===== config.mk =====
export PLATFORM = sky130hd
export DESIGN_NAME = uart_tx_fifo
export DESIGN_NICKNAME = d
export VERILOG_FILES = /design/src/rtl/uart_tx_fifo.sv
export SDC_FILE = /design/constraint.sdc
export NUM_CORES = 1
export LEC_CHECK = 0
export CAP_MARGIN = 20
export CORE_UTILIZATION = 45
export DETAILED_ROUTE_END_ITERATION = 16
export MAX_ROUTING_LAYER = met4
export PLACE_DENSITY_LB_ADDON = 0.15
export RECOVER_POWER = 50
export REMOVE_ABC_BUFFERS = 1
export SLEW_MARGIN = 25
export SYNTH_ARGS = -nofsm -noshare
export SYNTH_HDL_FRONTEND = slang
export SYNTH_SLANG_ARGS = --single-unit

===== constraint.sdc =====
create_clock -name clk -period 3.6 [get_ports clk]
set_input_delay 0.36 -clock clk [delete_from_list [all_inputs] [get_ports clk]]
set_output_delay 0.36 -clock clk [all_outputs]
set_load 0.005 [all_outputs]

===== src/rtl/uart_tx_fifo.sv =====
// UART transmitter with byte FIFO, oversampled bit timing, CTS gating and break; write-to-line 2 cycles when idle.
// Backpressure: fifo_full flags a full FIFO, writes while full are dropped and flagged by a one-cycle ovf.
module uart_tx_fifo #(
  parameter int FIFO_DEPTH = 16,
  parameter int OVERSAMPLE = 16
) (
  input  logic                          clk,
  input  logic                          rst,
  input  logic                          baud_pulse,
  input  logic                          wr_en,
  input  logic [7:0]                    wr_data,
  input  logic                          fifo_clr,
  input  logic [1:0]                    wls,
  input  logic                          stb,
  input  logic                          pen,
  input  logic                          eps,
  input  logic                          sticky_parity,
  input  logic                          set_break,
  input  logic                          cts_n,
  output logic                          tx,
  output logic                          busy,
  output logic                          thre,
  output logic                          temt,
  output logic                          fifo_full,
  output logic [$clog2(FIFO_DEPTH):0]   fifo_level,
  output logic                          ovf
);

  localparam int AW = $clog2(FIFO_DEPTH);
  localparam int LW = AW + 1;
  localparam int TW = $clog2(2 * OVERSAMPLE + 1);
  localparam logic [LW-1:0] LVL_FULL = LW'(FIFO_DEPTH);
  localparam logic [TW-1:0] T_BIT    = TW'(OVERSAMPLE);
  localparam logic [TW-1:0] T_1P5    = TW'((3 * OVERSAMPLE) / 2);
  localparam logic [TW-1:0] T_2      = TW'(2 * OVERSAMPLE);

  typedef enum logic [2:0] {IDLE, START, DATA, PARITY, STOP} state_t;

  state_t        state;
  logic [7:0]    mem [FIFO_DEPTH];
  logic [AW-1:0] wr_ptr, rd_ptr;
  logic [LW-1:0] level;
  logic          push, pop, full, empty;

  logic [TW-1:0] tick_cnt, tick_lim;
  logic [2:0]    bit_cnt;
  logic [7:0]    shreg;
  logic [1:0]    c_wls;
  logic          c_stb, c_pen, par_bit;
  logic          tick_end, last_bit;
  logic [7:0]    head, word;
  logic          par_new;

  assign full  = (level == LVL_FULL);
  assign empty = (level == '0);
  assign push  = wr_en & ~full & ~fifo_clr;
  assign pop   = (state == IDLE) & ~empty & ~cts_n;

  always_ff @(posedge clk) begin
    if (push) mem[wr_ptr] <= wr_data;
  end

  // Clear wins over a same-cycle write; that write is neither stored nor flagged.
  always_ff @(posedge clk or posedge rst) begin
    if (rst) begin
      wr_ptr <= '0;
      rd_ptr <= '0;
      level  <= '0;
      ovf    <= 1'b0;
    end else begin
      ovf <= wr_en & full & ~fifo_clr;
      if (fifo_clr) begin
        wr_ptr <= '0;
        rd_ptr <= '0;
        level  <= '0;
      end else begin
        if (push) wr_ptr <= wr_ptr + AW'(1);
        if (pop)  rd_ptr <= rd_ptr + AW'(1);
        if (push && !pop)      level <= level + LW'(1);
        else if (!push && pop) level <= level - LW'(1);
      end
    end
  end

  // Parity is resolved at load from the masked word so later config changes cannot touch it.
  assign head    = mem[rd_ptr];
  assign word    = head & (8'hFF >> (2'd3 - wls));
  assign par_new = sticky_parity ? ~eps : (eps ? ^word : ~^word);

  always_comb begin
    tick_lim = T_BIT;
    if (state == STOP && c_stb) tick_lim = (c_wls == 2'b00) ? T_1P5 : T_2;
  end

  assign tick_end = baud_pulse & (tick_cnt == tick_lim - TW'(1));
  assign last_bit = (bit_cnt == {1'b0, c_wls} + 3'd4);

  always_ff @(posedge clk or posedge rst) begin
    if (rst) begin
      state    <= IDLE;
      tick_cnt <= '0;
      bit_cnt  <= '0;
      shreg    <= '0;
      c_wls    <= '0;
      c_stb    <= 1'b0;
      c_pen    <= 1'b0;
      par_bit  <= 1'b0;
      tx       <= 1'b1;
    end else begin
      if (state != IDLE && baud_pulse) tick_cnt <= tick_end ? '0 : tick_cnt + TW'(1);
      case (state)
        IDLE: begin
          if (pop) begin
            state    <= START;
            shreg    <= head;
            c_wls    <= wls;
            c_stb    <= stb;
            c_pen    <= pen;
            par_bit  <= par_new;
            tick_cnt <= '0;
            bit_cnt  <= '0;
            tx       <= 1'b0;
          end else begin
            tx <= ~set_break;
          end
        end
        START: begin
          if (tick_end) begin
            state <= DATA;
            tx    <= ~set_break & shreg[0];
          end else begin
            tx <= 1'b0;
          end
        end
        DATA: begin
          if (tick_end) begin
            shreg   <= shreg >> 1;
            bit_cnt <= bit_cnt + 3'd1;
            if (last_bit) begin
              state <= c_pen ? PARITY : STOP;
              tx    <= ~set_break & (c_pen ? par_bit : 1'b1);
            end else begin
              tx <= ~set_break & shreg[1];
            end
          end else begin
            tx <= ~set_break & shreg[0];
          end
        end
        PARITY: begin
          if (tick_end) begin
            state <= STOP;
            tx    <= ~set_break;
          end else begin
            tx <= ~set_break & par_bit;
          end
        end
        STOP: begin
          if (tick_end) state <= IDLE;
          tx <= ~set_break;
        end
        default: begin
          state <= IDLE;
          tx    <= ~set_break;
        end
      endcase
    end
  end

  assign busy       = (state != IDLE);
  assign thre       = empty;
  assign temt       = empty & ~busy;
  assign fifo_full  = full;
  assign fifo_level = level;

endmodule


* After elaboration in Yosys (flattened, before gate mapping)
Memory sizes are Yosys's and may differ from the RTL's.
Index checks and enable logic that the tools add are counted.
** Word-level totals
- Register bits after elaboration :: 40
- Bits in writable memories :: 128
- Bits of input ports :: 21
- Output and inout bits :: 11
- Word-level logic and storage cells :: 114
- Memories :: 1
** Operators by class
- $add $sub $neg :: 9
- Equality and inequality tests :: 13
- Shifts and indexed selects :: 1
- Mux-type cells :: 38
- Bitwise operators :: 20
- Reduce and logical (&&, ||, !) cells :: 19
** Memory list
- mem :: words 16, bits a word 8, read ports 1, clocked after Yosys merged registers in 0, wr ports 1, line 40 : logic [7:0] mem [FIFO_DEPTH];
** Operators by type and width (number)
- 2-to-1 mux 6 bit :: 6
- 2-to-1 mux 3 bit :: 9
- 2-to-1 mux 4 bit :: 4
- 2-to-1 mux 8 bit :: 2
- case mux 8 bit (2 select lines) :: 1
- 2-to-1 mux 5 bit :: 3
- case mux 3 bit (5 select lines) :: 1
- bitwise AND 1 bit :: 12
- inequality test 2 bit (second input constant) :: 6
- 2-to-1 mux 1 bit :: 10
- adder 4 x 1 -> 4 bit (second input constant) :: 2
- bitwise AND 8 bit :: 1
- XNOR reduction 8 bit :: 1
- XOR reduction 8 bit :: 1
- >> shifter 8 x 2 -> 8 bit (first input constant) :: 1
- inverter 1 bit :: 7
- adder 6 x 1 -> 6 bit (second input constant) :: 1
- equality test 3 x 2 -> 1 bit (second input constant) :: 2
- equality test 6 bit :: 1
- case mux 3 bit (2 select lines) :: 1
- AND reduction 6 bit :: 1
- nonzero test 2 bit :: 3
- nonzero test 3 bit :: 2
- subtractor 6 x 1 -> 6 bit (second input constant) :: 1
- other kinds (17) :: 21

* Logic depth before layout (Yosys ltp)
- Depth after elaboration :: 10
- Gate-level depth with buffers :: 14
- Depth with buffers taken out :: 12

* Worst setup path before layout
No wires, ideal clock.
- Kind :: reg2reg
- Start :: reg level[1] (netlist: fifo_level[1])
- End :: reg level[4] (netlist: fifo_level[4])
- Library setup time :: 132 ps
- Data arrival time :: 2969 ps
- Required time :: 3468 ps
- Slack :: 500 ps
- Stages on the path, launching flop included :: 14
- Path buffers :: 2
- Period minus slack after synthesis :: 3100 ps
- Cells stage by stage :: dfrtp_1 > nor4_1 > nor2b_1 > or3_1 > clkbuf_1 > clkbuf_1 > nand2_1 > fa_1 > a21o_1 > a21oi_1 > nor3_1 > a21oi_1 > xor2_1 > nor2_1
** On the way
- Longest elaborated chain between the ends :: 8
- Elaborated cells between the ends (all ways) :: 18
- Classes of those cells :: add/sub (2); eq/ne (1); mux (3); bitwise (6); reduce/logical (6)
** Ends and longest elaborated chain
- start, declared :: line 42 : logic [LW-1:0] level;
- start signal, assigned :: line 79 : if (push && !pop) level <= level + LW'(1);
- start signal, assigned :: line 80 : else if (!push && pop) level <= level - LW'(1);
- zero test 5 bit (*) :: line 55 : assign empty = (level == '0);
- via thre :: line 22 : output logic thre,
- inverter 1 bit (*) :: line 57 : assign pop = (state == IDLE) & ~empty & ~cts_n;
- bitwise AND 1 bit (*) (2 in series) :: line 57
- zero test 1 bit :: line 79
- logical AND 1 bit :: line 79
- 2-to-1 mux 5 bit :: line 79
- 2-to-1 mux 5 bit :: line 72 : if (fifo_clr) begin
Mark *: on every way through the listed nets, which the timed path passes. The rest lies on a longest branch. The select of a mux whose other input is x is not followed.
A chain may end at the register's enable or synchronous reset.

* Final worst setup path
- Start :: reg state[1]
- End :: reg level[4] (netlist: fifo_level[4])
** On the way
- Longest elaborated chain between the ends :: 7
- Elaborated cells between the ends (all ways) :: 9
- Classes of those cells :: mux (2); bitwise (2); reduce/logical (5)
** Ends and longest elaborated chain
- start, declared :: line 39 : state_t state;
- start signal, assigned :: line 140 : state <= c_pen ? PARITY : STOP;
- zero test 3 bit (*) :: line 57
- bitwise AND 1 bit (*) (2 in series) :: line 57
- zero test 1 bit :: line 79
- logical AND 1 bit :: line 79
- 2-to-1 mux 5 bit :: line 79
- 2-to-1 mux 5 bit :: line 72
Mark *: on every way between the ends. The rest lies on a longest branch, timed or not.

==> run metrics <==
met2 routed WL 7510 um; setup slack after layout 0.779 ns; commonest non-fill, non-tap cells in the layout edfxtp_1, nor2_1, nand2_1, dfrtp_1, mux4_2; CTS-repair resized insts 0; Die W 129 um; Post-CTS Setup Repair Bufs 0; Max Clock Freq 355 MHz; Final Hold Vio Count 0; pin count of the biggest net entering global routing 41; setup TNS 0 ns; Syn Area/Cell 15.5 um^2; layout cells sized above 1 0.175; synthesized flop and latch total 168; worst-case reg-to-reg path depth 10; GRT overflow 0; crit end category flip-flop; CP max-delay cell or3_1; routability cong. 0.731; Worst-path clk slew 0.06 ns; Cells after Synth 470; sequential share of the synthesized area 0.666; number of synthesized flops with an enable pin 128; Boundary Pins 32; Post-Syn Area 7280 um^2; initial antenna violation count 0; HPWL Detailed 9960 um; status complete, but fails checks; CTS Hold Buffers Added 0; share of flip-flops with an asynchronous set or reset 0.238; Reg power frac 0.476; combinational fraction of design power 0.181; final period utilization 0.783; pwr dens 595 nW/um^2; slew of the pin with the lowest slew margin 2.31 ns; Nets 552; Num Clock Sinks 168; CP max stage delay 0.55 ns; crit path DAT 3.13 ns; relative slew slack -0.541; most common cell after layout, fill and taps aside edfxtp_1; leakage 2.96 nW; WS Path Type reg2reg; core area 15800 um^2; Die H 129 um; TritonCTS clock tree yes; minimum clock period 2.82 ns; Total Wirelength 14900 um; Clk Latency, worst-skew pair 0.43 ns; Clock power frac 0.343; drt drc 0; WP data required 3.91 ns; hold path startpoint c_stb$_DFFE_PP0P_; Final Core Density 0.535; CTS buffer count 17; Yosys cell types 52; Worst Hold End c_stb$_DFFE_PP0P_; CP cell instances or3_1, or3_1, nand2_1, ha_1, a21o_1, a21oi_1, nor3_1, a21oi_1, xor2_1, nor2_1; RSZ-0062 raised after global routing no; failing checks max-capacitance violations, max-slew violations; met3 routed WL 524 um; number of DRC markers in iteration 0 276; switching share of power 0.272; R2R Path End fifo_level[4]$_DFFE_PP0P_; Hold Path Cell Cnt 2; antenna viol nets, final 0; Reg-to-Reg Start state[1]$_DFFE_PP0P_; die area 16700 um^2; routed length per placed instance 19.9 um; final setup violation count 0; switching power 0.00137 W; H-Tree Depth 4; Placement Rows 46; largest fanout on the critical path 11; DR vias 4019; clk buf depth 2; max layer used met4; Post-synth top flop edfxtp_1; vias per std cell 5.37; Hold WS 0.476 ns; CTS root buf clkbuf_16; worst hold path class reg2reg; pre-CTS WS 0.745 ns; Pint 0.00367 W; DR pass1 iterations 5; Worst setup SP type flip-flop; Warnings, synthesis 0; gr usage total 0.204; Worst VDD drop 0.000433 V; number of global-route vias before repair 4210; Area Growth Syn to Fin 16.4%; IO Port Bufs 31; number of max-cap violations 1; Post-Route M1 WL 6740 um; first-pass GRT wire length 23800 um; Worst Clk Skew 0.0158 ns; flop2flop setup slack 0.78 ns; Pwr Total 0.00504 W; Slew Limit Fails 41; ant diodes 0; Starting Density 0.460
routing by layer:
| layer | up-vias | global-route usage |
|---|---|---|
| met5 | - | - |
| met4 | 0 | 0.0478 |
| met3 | 9 | 0.0446 |
| met2 | 65 | 0.332 |
| met1 | 2062 | 0.263 |
| li1 | 1883 | - |
worst max-delay path: cells and delay by family (launching register included):
family / cells / cell delay, ns
and+or+nand+nor: 5 / 1.21
AOI/OAI and AO/OA: 3 / 0.53
DFF: 1 / 0.50
adders and majority gates: 1 / 0.29
xor gates and xnor gates: 1 / 0.17
per-stage QoR:
stage               area, um^2  std cells
floorplan                 7140        446
global placement          7930        717
detailed placement        7930        717
CTS                       8480        748
global route              8470        748
finish                    8470        748
worst max path at each step:
stage	endpoint	slack [ns]	cells after the start	from
after floorplan	par_bit$_DFFE_PP0P_	0.18	8	rd_ptr[0]$_DFFE_PP0P_
after global placement	fifo_level[4]$_DFFE_PP0P_	0.83	11	wr_en
after detailed placement	fifo_level[4]$_DFFE_PP0P_	0.75	11	wr_en
after CTS	par_bit$_DFFE_PP0P_	0.78	9	rd_ptr[0]$_DFFE_PP0P_
after global routing	fifo_level[4]$_DFFE_PP0P_	0.40	11	fifo_level[1]$_DFFE_PP0P_
final	fifo_level[4]$_DFFE_PP0P_	0.78	10	state[1]$_DFFE_PP0P_
power by group through the flow:
stage / sequential [W] / clock (W) / combinational [W]
CTS: 0.00240 / 0.00176 / 0.000935
finish: 0.00240 / 0.00173 / 0.000914
detailed placement: 0.00244 / 0 / 0.000933
global placement: 0.00243 / 0 / 0.000905
global route: 0.00243 / 0.00184 / 0.00103
floorplan: 0.00243 / 0 / 0.000603
sequential cells by signal (all words and copies together) (netlist names), 2 cells and up:
register	cells
mem	128
shreg	8
tick_cnt	6
fifo_level	5
rd_ptr	4
wr_ptr	4
bit_cnt	3
state	3
c_wls	2
kinds of logic after synthesis:
family,synth area share
XOR/XNOR,0.0311
AO/OA/AOI/OAI,0.0530
buffers and inverters,0.0227
multiplexers,0.121
flip-flops,0.666
AND/OR/NAND/NOR,0.0865
adder cells (fa/ha/maj),0.0199
area by class of cell:
cell class / count / area, um^2
inverters: 7 / 26.3
repair buffers: 55 / 512
clock inverters: 13 / 123
clock buffers: 18 / 429
flip-flops and latches: 168 / 4850
multi-input cells: 271 / 2270
well taps: 216 / 270
fillers: 1270 / 7350
Yosys cell counts, types with 2 or more instances:
library cell    n  area (um^2)
mux2i_1         8         80.1
nand4_1         2         12.5
a21o_1          2         15.0
xor2_1         11         96.3
nand3_1        11         55.1
nand2b_1        3         18.8
edfxtp_1      128         3840
mux4_2         32          721
and2_1          2         12.5
dfrtp_1        39          976
a22o_1          3         26.3
xnor2_1        13          114
a22oi_1         7         52.6
mux4_1          3         78.8
nor4b_1         3         26.3
a31oi_1         2         12.5
o21ai_0         3         15.0
o21ai_1         5         25.0
nor2_1         47          176
inv_1           7         26.3
o22ai_1         2         12.5
buf_6           3         33.8
nor3_1          6         30.0
a21oi_1        26          130
ha_1           10          125
clkbuf_1       14         52.6
o31a_1          2         17.5
and3_1          2         12.5
buf_2           5         25.0
nor3b_1         5         37.5
nand2_1        39          146
or3_1           2         12.5
nor2b_1         4         25.0
(Power assumes the default switching activity.)
